### src/rtl/counter_sequencer.sv
// counter_sequencer
// Command-driven controller for the neighbouring up/down counter core.
// A (start, target) command is accepted over a valid/ready handshake. The
// block loads the counter, counts in the shorter direction and stops exactly
// on the target. It then returns the final count, the number of enabled
// cycles and an error flag over a response handshake.
//
// Ports
//   aclk, areset            clock; asynchronous active-high reset
//   cmd_valid / cmd_ready   command handshake (ready only while idle)
//   cmd_start, cmd_target   value to load, value at which counting stops
//   rsp_valid / rsp_ready   response handshake (valid held until accepted)
//   rsp_count               count_out captured at stop
//   rsp_steps               cycles during which enable was high
//   rsp_err                 load timeout or run watchdog fired
//   start_value             to counter start_value (registered)
//   enable                  to counter enable (combinational, RUN only)
//   inc_dec                 to counter inc_dec, 0 = up / 1 = down (registered)
//   count_out               from counter count_out
module counter_sequencer #(
    parameter int WIDTH        = 8,
    parameter int LOAD_TIMEOUT = 16
) (
    input  logic             aclk,
    input  logic             areset,
    input  logic             cmd_valid,
    output logic             cmd_ready,
    input  logic [WIDTH-1:0] cmd_start,
    input  logic [WIDTH-1:0] cmd_target,
    output logic             rsp_valid,
    input  logic             rsp_ready,
    output logic [WIDTH-1:0] rsp_count,
    output logic [WIDTH-1:0] rsp_steps,
    output logic             rsp_err,
    output logic [WIDTH-1:0] start_value,
    output logic             enable,
    output logic             inc_dec,
    input  logic [WIDTH-1:0] count_out
);

    localparam int LCW = (LOAD_TIMEOUT > 1) ? $clog2(LOAD_TIMEOUT) : 1;
    localparam logic [LCW-1:0]   LOAD_LAST = LCW'(LOAD_TIMEOUT - 1);
    localparam logic [LCW-1:0]   LOAD_ONE  = LCW'(1);
    localparam logic [LCW-1:0]   LOAD_ZERO = LCW'(0);
    // Half the counter range: the largest distance ever counted.
    localparam logic [WIDTH-1:0] HALF      = {1'b1, {(WIDTH-1){1'b0}}};
    localparam logic [WIDTH-1:0] ONE       = {{(WIDTH-1){1'b0}}, 1'b1};
    localparam logic [WIDTH-1:0] ZERO      = {WIDTH{1'b0}};

    typedef enum logic [2:0] {
        ST_IDLE  = 3'd0,
        ST_PRIME = 3'd1,
        ST_LOAD  = 3'd2,
        ST_RUN   = 3'd3,
        ST_RESP  = 3'd4
    } state_t;

    state_t           state_r;
    state_t           state_nx_s;
    logic [WIDTH-1:0] start_q_r;
    logic [WIDTH-1:0] target_q_r;
    logic [WIDTH-1:0] start_value_r;
    logic [WIDTH-1:0] steps_r;
    logic [WIDTH-1:0] rsp_count_r;
    logic [LCW-1:0]   load_cnt_r;
    logic             inc_dec_r;
    logic             rsp_err_r;
    logic             cmd_ready_r;
    logic             rsp_valid_r;

    logic             hs_s;
    logic [WIDTH-1:0] d_up_s;
    logic             go_down_s;
    logic             at_target_s;
    logic             watchdog_s;
    logic             load_match_s;
    logic             load_expire_s;
    logic             enable_s;

    assign hs_s          = cmd_valid & cmd_ready_r;
    assign d_up_s        = cmd_target - cmd_start;
    // A tie at exactly half the range counts up.
    assign go_down_s     = (d_up_s > HALF);
    assign at_target_s   = (count_out == target_q_r);
    assign watchdog_s    = (steps_r == HALF) & ~at_target_s;
    // The first LOAD cycle still shows the pre-reload count, so it is skipped.
    assign load_match_s  = (load_cnt_r != LOAD_ZERO) & (count_out == start_q_r);
    assign load_expire_s = (load_cnt_r == LOAD_LAST);
    // Enable drops in the same cycle the target appears, so no overshoot.
    // The watchdog term keeps steps from passing half the range.
    assign enable_s      = (state_r == ST_RUN) & ~at_target_s & ~watchdog_s;

    assign cmd_ready   = cmd_ready_r;
    assign rsp_valid   = rsp_valid_r;
    assign rsp_count   = rsp_count_r;
    assign rsp_steps   = steps_r;
    assign rsp_err     = rsp_err_r;
    assign start_value = start_value_r;
    assign inc_dec     = inc_dec_r;
    assign enable      = enable_s;

    // State register.
    always_ff @(posedge aclk or posedge areset) begin
        if (areset) begin
            state_r <= ST_IDLE;
        end else begin
            state_r <= state_nx_s;
        end
    end

    // Next-state decode.
    always_comb begin
        state_nx_s = state_r;
        case (state_r)
            ST_IDLE: begin
                if (hs_s) begin
                    // An unchanged start_value would not reload the counter.
                    if (cmd_start != start_value_r) begin
                        state_nx_s = ST_LOAD;
                    end else begin
                        state_nx_s = ST_PRIME;
                    end
                end else begin
                    state_nx_s = ST_IDLE;
                end
            end
            ST_PRIME: state_nx_s = ST_LOAD;
            ST_LOAD: begin
                if (load_match_s) begin
                    state_nx_s = ST_RUN;
                end else if (load_expire_s) begin
                    state_nx_s = ST_RESP;
                end else begin
                    state_nx_s = ST_LOAD;
                end
            end
            ST_RUN: begin
                if (at_target_s | watchdog_s) begin
                    state_nx_s = ST_RESP;
                end else begin
                    state_nx_s = ST_RUN;
                end
            end
            ST_RESP: begin
                if (rsp_ready) begin
                    state_nx_s = ST_IDLE;
                end else begin
                    state_nx_s = ST_RESP;
                end
            end
            default: state_nx_s = ST_IDLE;
        endcase
    end

    // Handshake flags, command latches, counter drive and response capture.
    always_ff @(posedge aclk or posedge areset) begin
        if (areset) begin
            cmd_ready_r   <= 1'b1;
            rsp_valid_r   <= 1'b0;
            start_q_r     <= ZERO;
            target_q_r    <= ZERO;
            start_value_r <= ZERO;
            inc_dec_r     <= 1'b0;
            steps_r       <= ZERO;
            rsp_count_r   <= ZERO;
            rsp_err_r     <= 1'b0;
            load_cnt_r    <= LOAD_ZERO;
        end else begin
            cmd_ready_r <= (state_nx_s == ST_IDLE);
            rsp_valid_r <= (state_nx_s == ST_RESP);
            case (state_r)
                ST_IDLE: begin
                    if (hs_s) begin
                        start_q_r  <= cmd_start;
                        target_q_r <= cmd_target;
                        inc_dec_r  <= go_down_s;
                        steps_r    <= ZERO;
                        rsp_err_r  <= 1'b0;
                        load_cnt_r <= LOAD_ZERO;
                        if (cmd_start != start_value_r) begin
                            start_value_r <= cmd_start;
                        end else begin
                            start_value_r <= cmd_start ^ ONE;
                        end
                    end
                end
                ST_PRIME: begin
                    start_value_r <= start_q_r;
                    load_cnt_r    <= LOAD_ZERO;
                end
                ST_LOAD: begin
                    if (!load_match_s) begin
                        if (load_expire_s) begin
                            rsp_err_r   <= 1'b1;
                            rsp_count_r <= count_out;
                        end else begin
                            load_cnt_r <= load_cnt_r + LOAD_ONE;
                        end
                    end
                end
                ST_RUN: begin
                    if (at_target_s) begin
                        rsp_count_r <= count_out;
                    end else if (watchdog_s) begin
                        rsp_err_r   <= 1'b1;
                        rsp_count_r <= count_out;
                    end else begin
                        steps_r <= steps_r + ONE;
                    end
                end
                default: begin
                end
            endcase
        end
    end

endmodule

### config.mk
export PLATFORM = sky130hd
export DESIGN_NAME = counter_sequencer
export DESIGN_NICKNAME = d
export VERILOG_FILES = /design/src/rtl/counter_sequencer.sv
export SDC_FILE = /design/constraint.sdc
export NUM_CORES = 1
export LEC_CHECK = 0
export CAP_MARGIN = 10
export CORE_MARGIN = 1
export CORE_UTILIZATION = 47
export CTS_CLUSTER_DIAMETER = 40
export DETAILED_ROUTE_END_ITERATION = 6
export GPL_TIMING_DRIVEN = 0
export PLACE_DENSITY_LB_ADDON = 0.12
export SETUP_SLACK_MARGIN = 0.05
export SLEW_MARGIN = 20
export SYNTH_ARGS = -nofsm -noshare
export SYNTH_HDL_FRONTEND = slang
export SYNTH_SLANG_ARGS = --single-unit
### constraint.sdc
create_clock -name aclk -period 1.73 [get_ports aclk]
set_input_delay 0.2595 -clock aclk [delete_from_list [all_inputs] [get_ports aclk]]
set_output_delay 0.2595 -clock aclk [all_outputs]
set_load 0.03 [all_outputs]
==> results of run 1 <==
## through the flow
step	util	hold WS [ps]	cells	setup WS, ps
finish	0.732	229	464	-212
floorplan	-	365	287	-59.6
global placement	0.603	481	418	-979
CTS	0.678	232	446	-212
global route	0.732	267	464	-290
detailed placement	0.606	490	419	-1000
## cell type report
type | instances | area, sq um
multi-input cells | 210 | 1830
fillers | 435 | 1600
flip-flops and latches | 51 | 1280
repair buffers | 94 | 892
well taps | 75 | 93.8
clock buffers | 6 | 72.6
inverters | 19 | 71.3
clock inverters | 2 | 60.1
plain buffers | 7 | 57.6
## cell families after synthesis
| kind of cell | after synthesis | share of synthesized area |
|---|---|---|
| compound gates | 59 | 0.145 |
| xor+xnor | 28 | 0.0865 |
| fa+ha+maj | 12 | 0.0540 |
| buf+inv | 27 | 0.0381 |
| flops | 51 | 0.437 |
| mux | 12 | 0.0552 |
| simple gates | 98 | 0.184 |
## how the worst max path moves through the flow
stage	startpoint	cells after the start	endpoint	slack [ps]
after detailed placement	count_out[4]	7	enable	-1000
final	target_q_r[0]	6	enable	-210
after global routing	target_q_r[5]	6	enable	-290
after global placement	count_out[4]	7	enable	-980
after CTS	target_q_r[1]	6	rsp_count[7]	-210
after floorplan	state_r[0]	6	rsp_count[0]	-60
## cell usage after synthesis (7+ instances only)
cell	number	area, sq um
sky130_fd_sc_hd__dfrtp_1	50	1250
sky130_fd_sc_hd__xnor2_1	10	87.6
sky130_fd_sc_hd__a21oi_1	12	60.1
sky130_fd_sc_hd__a221o_1	7	70.1
sky130_fd_sc_hd__a21o_1	8	60.1
sky130_fd_sc_hd__nor2_1	21	78.8
sky130_fd_sc_hd__inv_1	19	71.3
sky130_fd_sc_hd__nand2_1	34	128
sky130_fd_sc_hd__mux2_4	8	120
sky130_fd_sc_hd__ha_1	11	138
sky130_fd_sc_hd__xor2_1	17	149
sky130_fd_sc_hd__nand3_1	8	40.0
sky130_fd_sc_hd__o21ai_0	12	60.1
## critical path: stages, from the launching register on
cell and delay (ps):
sky130_fd_sc_hd__dfrtp_1 410, sky130_fd_sc_hd__xnor2_1 200, sky130_fd_sc_hd__nand4_1 200, sky130_fd_sc_hd__o211ai_4 270
sky130_fd_sc_hd__buf_6 140, sky130_fd_sc_hd__inv_2 30, sky130_fd_sc_hd__buf_6 120
## repair_timing
| action | CTS | global route |
|---|---|---|
| buffers inserted | 18 | 21 |
| gates cloned | 1 | 0 |
| pin swaps | 22 | 22 |
| setup endpoints to repair | 52 | 60 |
| resized for setup | 85 | 51 |
| hold buffers | 0 | 0 |
## sequential cells by signal (all words and copies together), names as in the netlist
register	count
cmd_ready	1
inc_dec	1
load_cnt_r	4
rsp_count	8
rsp_err	1
rsp_steps	8
rsp_valid	1
start_q_r	8
start_value	8
state_r	3
target_q_r	8
## per-layer routing
metal  GRT usage  vias up  share of wire
li1            -     1225              -
met1       0.333     1272           0.45
met2       0.411       64           0.50
met3      0.0393        9          0.033
met4      0.0804        0          0.015
met5           0        -              0
## where the power goes
group / internal (mW) / switching [mW] / leakage (nW) / total, mW
sequential: 1.64 / 0.432 / 0.648 / 2.07
clock: 0.578 / 0.411 / 0.0654 / 0.990
combinational: 1.45 / 1.47 / 1.45 / 2.92
==> impl_metrics.py, run 1 <==
metrics = {
    "outcome": {
        "run_status": "finished with violations",
        "violations": "negative setup slack",
    },
    "worst_setup_path": {
        "worst_ep_arrival_time_ps": 1680,
        "r2r_cells": 5,
        "maximum_net_fanout_on_the_critical_path": 2,
        "required_ps": 1470,
        "critical_path.reg2reg.endpoint": "rsp_count[0]",
        "setup.worst_path.end_class": "primary output",
        "worstSetupStartpointType": "flop",
        "rr_startpoint": "start_q_r[1]",
        "rrSetupSlack_ps": -180,
        "crit_type": "reg -> out",
    },
    "global_routing": {
        "globalRouteOverflowTotal": 0,
        "grt_pass1_wl_um": 12100,
        "grt_start_max_net_pins": 33,
        "grt_pass1_vias": 2455,
        "grtUsageTotal": 0.249,
        "antenna_found_initial": 0,
    },
    "synthesis": {
        "yosysWarningCount": 0,
        "synth_nets": 327,
        "ys_ff_latch": 51,
        "post_synth_instance_area_sq_um": 2920,
        "synth-seq-area-share": 0.437,
        "syn-mean-instance-area_sq_um": 10.2,
        "synth_async_sr_flop_share": 1.00,
        "yosys_most_used_dff": "sky130_fd_sc_hd__dfrtp_1",
        "yosys_cell_types": 58,
        "synth_edf_count": 0,
        "synthCells": 287,
    },
    "cells_and_area": {
        "area_delta_synth_final_pct": 49.3,
        "final_layout_size_suffix_gt1_frac": 0.334,
        "mostFrequentLayoutCell": "sky130_fd_sc_hd__dfrtp_1",
        "final_design_area_no_fill_sq_um": 4360,
        "antenna-diode-count": 0,
        "num-nets-final": 428,
        "most-common-layout-cells": "44 x sky130_fd_sc_hd__dfrtp_1, 32 x sky130_fd_sc_hd__nand2_1, 28 x sky130_fd_sc_hd__buf_4",
    },
    "clock_network": {
        "cts_tree": "done",
        "cts_max_level": 2,
        "clk_latency_ps": 310,
        "num_clock_sinks": 51,
        "numCtsBuffers": 5,
        "clkSlewWorstSetupHoldPaths_ps": 100,
        "cts_buffer_depth": 2,
        "clock_tree.root_cell": "sky130_fd_sc_hd__clkbuf_8",
    },
    "die": {
        "die_area_sq_um": 6540,
        "design.portCount": 57,
        "die_w_um": 80.8,
        "start_util": 0.491,
        "total_core_area_sq_um": 5960,
        "die_y_um": 80.8,
        "number_of_placement_rows": 28,
    },
    "timing": {
        "worst_pin_slew_ps": 472,
        "timing.final.max_slew_violations": 0,
        "timing.final.hold_violations": 0,
        "clock-skew-final_ps": 9.36,
        "layout_setup_ws_ps": -212,
        "totalNegativeSetupSlack_ps": -2430,
        "rsz0062_at_grt": "yes",
        "min_period_ps": 1940,
        "timing.final.crit_share": 1.12,
        "setup_violations": 19,
        "highest_clock_rate_mhz": 515,
        "timing.max_slew.rel_slack": 0.685,
    },
    "power": {
        "pwr_density_cell_nw_per_um2": 1370,
        "leakagePower_nw": 2.16,
        "finalPower_mw": 5.98,
        "worst_ir_drop_vdd_v": 0.000778,
    },
    "min_path": {
        "terminating_pin_of_the_worst_hold_path": "start_q_r[0]",
        "worst_hold_path.num_cells": 3,
        "hold_path.startpoint": "cmd_start[0]",
        "hold_path.class": "in -> reg",
    },
    "detailed_routing": {
        "vias": 2570,
        "detail_route.drc_violations": 0,
        "drt-initial-drc-count": 131,
        "number_of_iterations_in_the_first_detailed_routing_pass": 4,
        "avgRoutedWirePerCell_um": 17.8,
        "via_per_inst": 5.54,
        "drt.antenna.violating_nets": 0,
        "drt_wl_total_um": 8250,
    },
    "placed_design": {
        "placement.cell_area_sq_um": 3610,
        "post-dp-hpwl_um": 5100,
        "finalWeightedCongestion": 0.794,
        "port_buffers": 56,
    },
    "job": {
        "max_cap_violations": 0,
    },
}
Note: power is estimated with default switching activity, not from simulation.
==> run 2, diff against run 1 <==
- CORE_UTILIZATION: 47 -> 49
- CTS_BUF_LIST: not set -> sky130_fd_sc_hd__clkbuf_8
==> run 2 against run 1 <==
  * Sequential power about the same
  * Count of clock-buffer cells in the layout decreased by 1
  * The run still ends with negative setup slack left
  * Worst setup slack improved by 1.5 ps
  * Highest routed layer unchanged
  * Clock power increased by 0.4%
  * Die area decreased by 4.0%
  * Clock skew decreased by 5.8 ps
  * Register-to-register slack about the same
  * Cell area decreased by 0.17%
  * Critical endpoint unchanged
  * Worst hold slack improved by 9.2 ps
  * First-iteration DRC count increased by 37%
==> impl_metrics.py, run 2 (same netlist as run 1, synthesis figures left out) <==
metrics = {
    "die": {
        "die_w_um": 79.2,
        "number_of_placement_rows": 27,
        "design.portCount": 57,
        "die_y_um": 79.2,
        "die_area_sq_um": 6280,
        "start_util": 0.518,
        "total_core_area_sq_um": 5640,
    },
    "cells_and_area": {
        "num-nets-final": 428,
        "area_delta_synth_final_pct": 49.0,
        "antenna-diode-count": 0,
        "finish.cell_count_without_fillers": 461,
        "final_layout_size_suffix_gt1_frac": 0.344,
        "most-common-layout-cells": "46 x sky130_fd_sc_hd__dfrtp_1, 32 x sky130_fd_sc_hd__nand2_1, 29 x sky130_fd_sc_hd__buf_4",
        "mostFrequentLayoutCell": "sky130_fd_sc_hd__dfrtp_1",
    },
    "clock_network": {
        "num_clock_sinks": 51,
        "cts_hold_repair.buffers": 0,
        "clk_latency_ps": 310,
        "clock_tree.root_cell": "sky130_fd_sc_hd__clkbuf_8",
        "cts_buffer_depth": 2,
        "numCtsBuffers": 5,
        "cts_max_level": 2,
        "clkSlewWorstSetupHoldPaths_ps": 100,
        "cts_tree": "done",
    },
    "timing": {
        "highest_clock_rate_mhz": 515,
        "clock-skew-final_ps": 3.58,
        "worst_pin_slew_ps": 500,
        "timing.final.max_slew_violations": 0,
        "timing.final.hold_violations": 0,
        "timing.final.crit_share": 1.12,
        "setup_violations": 16,
        "rsz0062_at_grt": "yes",
        "layout_setup_ws_ps": -211,
        "min_period_ps": 1940,
        "timing.max_slew.rel_slack": 0.666,
    },
    "worst_setup_path": {
        "crit_type": "reg -> out",
        "setup.worst_path.end_class": "primary output",
        "critical_path.slowest_cell": "sky130_fd_sc_hd__dfrtp_1",
        "required_ps": 1470,
        "slowest_delay_ps": 420,
        "worstSetupStartpointType": "flop",
        "path_cells": "xnor2_1 > nand4_1 > o211ai_4 > buf_6 > inv_2 > buf_6",
        "cp_top_family": "flip-flops",
        "maximum_net_fanout_on_the_critical_path": 2,
        "critical_path.n_buffers_inverters": 3,
        "crit_top_cell": "sky130_fd_sc_hd__buf_6",
        "worst_ep_arrival_time_ps": 1680,
    },
    "detailed_routing": {
        "vias": 2588,
        "via_per_inst": 5.61,
        "drt.antenna.violating_nets": 0,
        "number_of_iterations_in_the_first_detailed_routing_pass": 4,
        "detail_route.drc_violations": 0,
        "avgRoutedWirePerCell_um": 17.4,
        "drt-initial-drc-count": 179,
        "drt_wl_total_um": 8000,
    },
    "placed_design": {
        "post-dp-hpwl_um": 5180,
        "port_buffers": 56,
        "place_inst": 416,
        "finalWeightedCongestion": 0.814,
    },
    "power": {
        "leakagePower_nw": 2.18,
        "pwr_density_cell_nw_per_um2": 1390,
        "finalPower_mw": 6.06,
        "worst_ir_drop_vdd_v": 0.000759,
    },
    "job": {
        "max_cap_violations": 0,
    },
    "min_path": {
        "hold_path.class": "in -> reg",
    },
    "outcome": {
        "run_status": "finished with violations",
        "violations": "negative setup slack",
    },
    "global_routing": {
        "grt_pass1_wl_um": 12100,
        "grt_start_max_net_pins": 31,
        "grtUsageTotal": 0.254,
        "antenna_found_initial": 0,
        "grt_pass1_vias": 2475,
        "globalRouteOverflowTotal": 0,
    },
}
## run 2: layout make-up
class,instances,area [sq um]
Timing Repair Buffer,94,887
Sequential cell,51,1280
Inverter,19,71.3
Multi-Input combinational cell,209,1830
Clock buffer,5,68.8
Buffer,8,60.1
Fill cell,392,1290
Tap cell,72,90.1
Clock inverter,3,63.8
## run 2: stage by stage
stage / hold WS, ps / setup slack, ps / setup TNS, ps / area, sq um / util
floorplan: 365 / -59.6 / -543 / 2940 / -
global placement: 481 / -966 / -53910 / 3590 / 0.636
detailed placement: 486 / -1000 / -15150 / 3610 / 0.639
CTS: 237 / -225 / -1620 / 4020 / 0.712
global route: 251 / -321 / -3690 / 4350 / 0.772
finish: 238 / -211 / -2170 / 4350 / 0.772
## run 2: what timing repair did
| item | in CTS | in global routing |
|---|---|---|
| hold endpoints to repair | 0 | 0 |
| gates cloned | 0 | 1 |
| endpoints found under the setup margin | 47 | 52 |
| pin swaps | 13 | 21 |
| gates resized for setup | 76 | 58 |
| setup buffers | 19 | 18 |
## run 2: worst reg2reg max path: cells and delay by family, from the launching register on
kind	cells	cell delay, ps
AOI/OAI and AO/OA	1	240
buffers and inverters	1	150
DFF	1	420
muxes	1	350
and+or+nand+nor	3	640
## run 2: final timing paths
path,cells past startpoint,end,slack (ps),startpoint
worst min-delay path,3,start_q_r[0],240,cmd_start[0]
min in group asynchronous,2,load_cnt_r[0],290,areset
worst min register to register,1,rsp_count[2],520,rsp_count[2]
worst max register to register,6,rsp_count[4],-190,state_r[0]
max in group asynchronous,3,cmd_ready,840,areset
worst max-delay path,6,enable,-210,target_q_r[3]
## run 2: per-layer routing
| metal | GRT usage | part of all wire | wire length (um) | vias up |
|---|---|---|---|---|
| met4 | 0.0818 | 0.016 | 129 | 0 |
| met1 | 0.337 | 0.44 | 3490 | 1264 |
| met3 | 0.0506 | 0.048 | 382 | 14 |
| li1 | - | - | - | 1219 |
| met5 | 0 | 0 | 0 | - |
| met2 | 0.417 | 0.50 | 4010 | 91 |
## run 2: where the power goes
group | total [mW] | switching [mW] | internal (mW) | leakage, nW
Sequential | 2.05 | 0.417 | 1.64 | 0.650
Clock | 0.994 | 0.421 | 0.573 | 0.0695
Combinational | 3.01 | 1.50 | 1.51 | 1.46
==> run 3, diff against run 2 <==
- CORE_UTILIZATION: 49 -> 58
- clock period: 1.73 -> 2.4 ns (I/O delays scaled with it)
==> run 3 against run 2 <==
  * The run now ends clean
  * Worst setup slack improved by 340 ps
  * Routed wire length fell by 15%
  * Sequential share of layout area up 4.7 points
  * Worst hold slack better by 160 ps
  * Register-to-register slack better by 610 ps
  * Count of clock-buffer cells in the layout is 2 higher
  * First-iteration DRC count down 20%
  * Final cell count fell by 8.5%
  * Sequential power fell by 28%
  * Critical path depth rose by 1
  * Largest power group unchanged
==> impl_metrics.py, run 3 (same netlist as run 1, synthesis figures left out) <==
metrics = {
    "outcome": {
        "run_status": "finished clean",
    },
    "die": {
        "start_util": 0.610,
        "die_y_um": 73.0,
        "number_of_placement_rows": 25,
        "die_area_sq_um": 5320,
        "die_w_um": 73.0,
        "total_core_area_sq_um": 4790,
        "design.portCount": 57,
    },
    "placed_design": {
        "place_ws_ps": -562,
        "finalWeightedCongestion": 0.828,
        "post-dp-hpwl_um": 5180,
        "placement.cell_area_sq_um": 3590,
        "place_inst": 411,
        "port_buffers": 56,
    },
    "worst_setup_path": {
        "rrSetupSlack_ps": 420,
        "cp_top_family": "buffers and inverters",
        "setup.worst_path.end_class": "primary output",
        "r2r_cells": 6,
        "critical_path.reg2reg.endpoint": "rsp_count[1]",
        "critical_path.slowest_cell": "sky130_fd_sc_hd__clkdlybuf4s50_1",
        "maximum_net_fanout_on_the_critical_path": 10,
        "required_ps": 2040,
        "crit_path_start": "count_out[0]",
        "crit_type": "in -> out",
        "worstSetupEndpoint": "enable",
        "worstSetupStartpointType": "primary input",
        "path_cells": "clkdlybuf4s50_1 > xnor2_1 > nand4_1 > o211ai_4 > buf_6 > inv_1 > buf_2",
        "critical_path.n_buffers_inverters": 4,
        "worst_ep_arrival_time_ps": 1910,
        "timing.critical_path.depth": 7,
        "rr_startpoint": "state_r[2]",
        "slowest_delay_ps": 540,
    },
    "cells_and_area": {
        "final_layout_size_suffix_gt1_frac": 0.107,
        "antenna-diode-count": 0,
        "mostFrequentLayoutCell": "sky130_fd_sc_hd__clkdlybuf4s50_1",
        "seq_cell_area_sq_um": 1280,
        "finish.cell_count_without_fillers": 422,
        "most-common-layout-cells": "51 x sky130_fd_sc_hd__clkdlybuf4s50_1, 50 x sky130_fd_sc_hd__dfrtp_1, 34 x sky130_fd_sc_hd__nand2_1",
        "final_design_area_no_fill_sq_um": 3740,
        "multiInputGateArea_sq_um": 1560,
        "num-nets-final": 394,
        "area_delta_synth_final_pct": 28.1,
        "num-fill-cells": 325,
        "postLayoutCoreUtil": 0.782,
    },
    "timing": {
        "setup_violations": 0,
        "layout_setup_ws_ps": 129,
        "min_period_ps": 2270,
        "timing.hold.ws_ps": 399,
        "timing.final.max_slew_violations": 0,
        "timing.final.hold_violations": 0,
        "clock-skew-final_ps": 3.50,
        "timing.final.crit_share": 0.946,
        "rsz0062_at_grt": "no",
        "worst_pin_slew_ps": 685,
        "highest_clock_rate_mhz": 440,
        "timing.max_slew.rel_slack": 0.542,
        "totalNegativeSetupSlack_ps": 0,
    },
    "detailed_routing": {
        "number_of_iterations_in_the_first_detailed_routing_pass": 5,
        "drt-initial-drc-count": 144,
        "via_per_inst": 5.67,
        "vias": 2394,
        "detail_route.drc_violations": 0,
        "avgRoutedWirePerCell_um": 16.0,
        "drt_wl_total_um": 6770,
        "drt.antenna.violating_nets": 0,
    },
    "clock_network": {
        "cts_buffer_depth": 2,
        "clk_latency_ps": 300,
        "num_clock_sinks": 51,
        "cts_tree": "done",
        "clock_tree.root_cell": "sky130_fd_sc_hd__clkbuf_8",
        "cts_max_level": 2,
        "cts_hold_repair.buffers": 0,
        "clkSlewWorstSetupHoldPaths_ps": 90,
        "numCtsBuffers": 5,
    },
    "power": {
        "leakagePower_nw": 1.74,
        "power.net_switching_mw": 1.48,
        "clkPwrFrac": 0.146,
        "power.share.switching": 0.396,
        "worst_ir_drop_vdd_v": 0.000749,
        "pwr_density_cell_nw_per_um2": 997,
        "p_comb_frac": 0.461,
        "cell_internal_pwr_mw": 2.25,
        "power.sequential.fraction": 0.393,
        "finalPower_mw": 3.73,
    },
    "global_routing": {
        "grtUsageTotal": 0.279,
        "antenna_found_initial": 0,
        "grt_pass1_wl_um": 11000,
        "grt_pass1_vias": 2284,
        "grt_start_max_net_pins": 31,
        "globalRouteOverflowTotal": 0,
    },
    "min_path": {
        "hold_path.class": "in -> async",
    },
    "job": {
        "max_cap_violations": 0,
    },
}
run 3: cell count changes in the layout (fill, tap and decap cells not counted), moves of 8 or more:
cell / change
sky130_fd_sc_hd__buf_4: -26
sky130_fd_sc_hd__buf_6: -10
sky130_fd_sc_hd__clkdlybuf4s50_1: +27
sky130_fd_sc_hd__dlygate4sd2_1: -14
sky130_fd_sc_hd__dlymetal6s2s_1: -9
sky130_fd_sc_hd__ha_1: +8
run 3: worst min path at each step:
stage	startpoint	end	slack, ps	depth (start not counted)
3_5_place_dp	target_q_r[7]	target_q_r[7]	480	2
2_1_floorplan	cmd_start[0]	start_q_r[0]	470	2
3_3_place_gp	target_q_r[4]	target_q_r[4]	480	2
4_1_cts	areset	rsp_count[3]	410	2
6_report	areset	rsp_steps[7]	400	2
5_1_grt	cmd_start[0]	start_q_r[0]	400	3
run 3: per-layer routing:
metal  vias up  track usage  share of wire  wire length (um)
met5         -            0              0                 0
met4         0       0.0806          0.018               125
met3        13       0.0580          0.046               314
met2        74        0.443           0.47              3190
met1      1161        0.389           0.46              3140
li1       1146            -              -                 -
run 3: cell type report:
type,instances,area share
plain buffers,8,0.0124
clock buffers,7,0.0257
clock inverters,1,0.00201
inverters,19,0.0191
multi-input cells,209,0.417
flip-flops and latches,51,0.341
well taps,67,0.0224
repair buffers,60,0.160
run 3: timing repair:
item                                    in CTS  in global routing
setup buffers                                1                  2
endpoints found under the setup margin       2                  2
pin swaps                                    2                  4
gates resized for setup                     12                  3
run 3: power by group through the flow:
stage	logic [mW]	clock network, mW	registers [mW]
global placement	1.64	0	1.46
finish	1.72	0.544	1.47
floorplan	0.868	0	1.71
detailed placement	1.69	0	1.48
global route	1.86	0.584	1.51
CTS	1.71	0.552	1.46
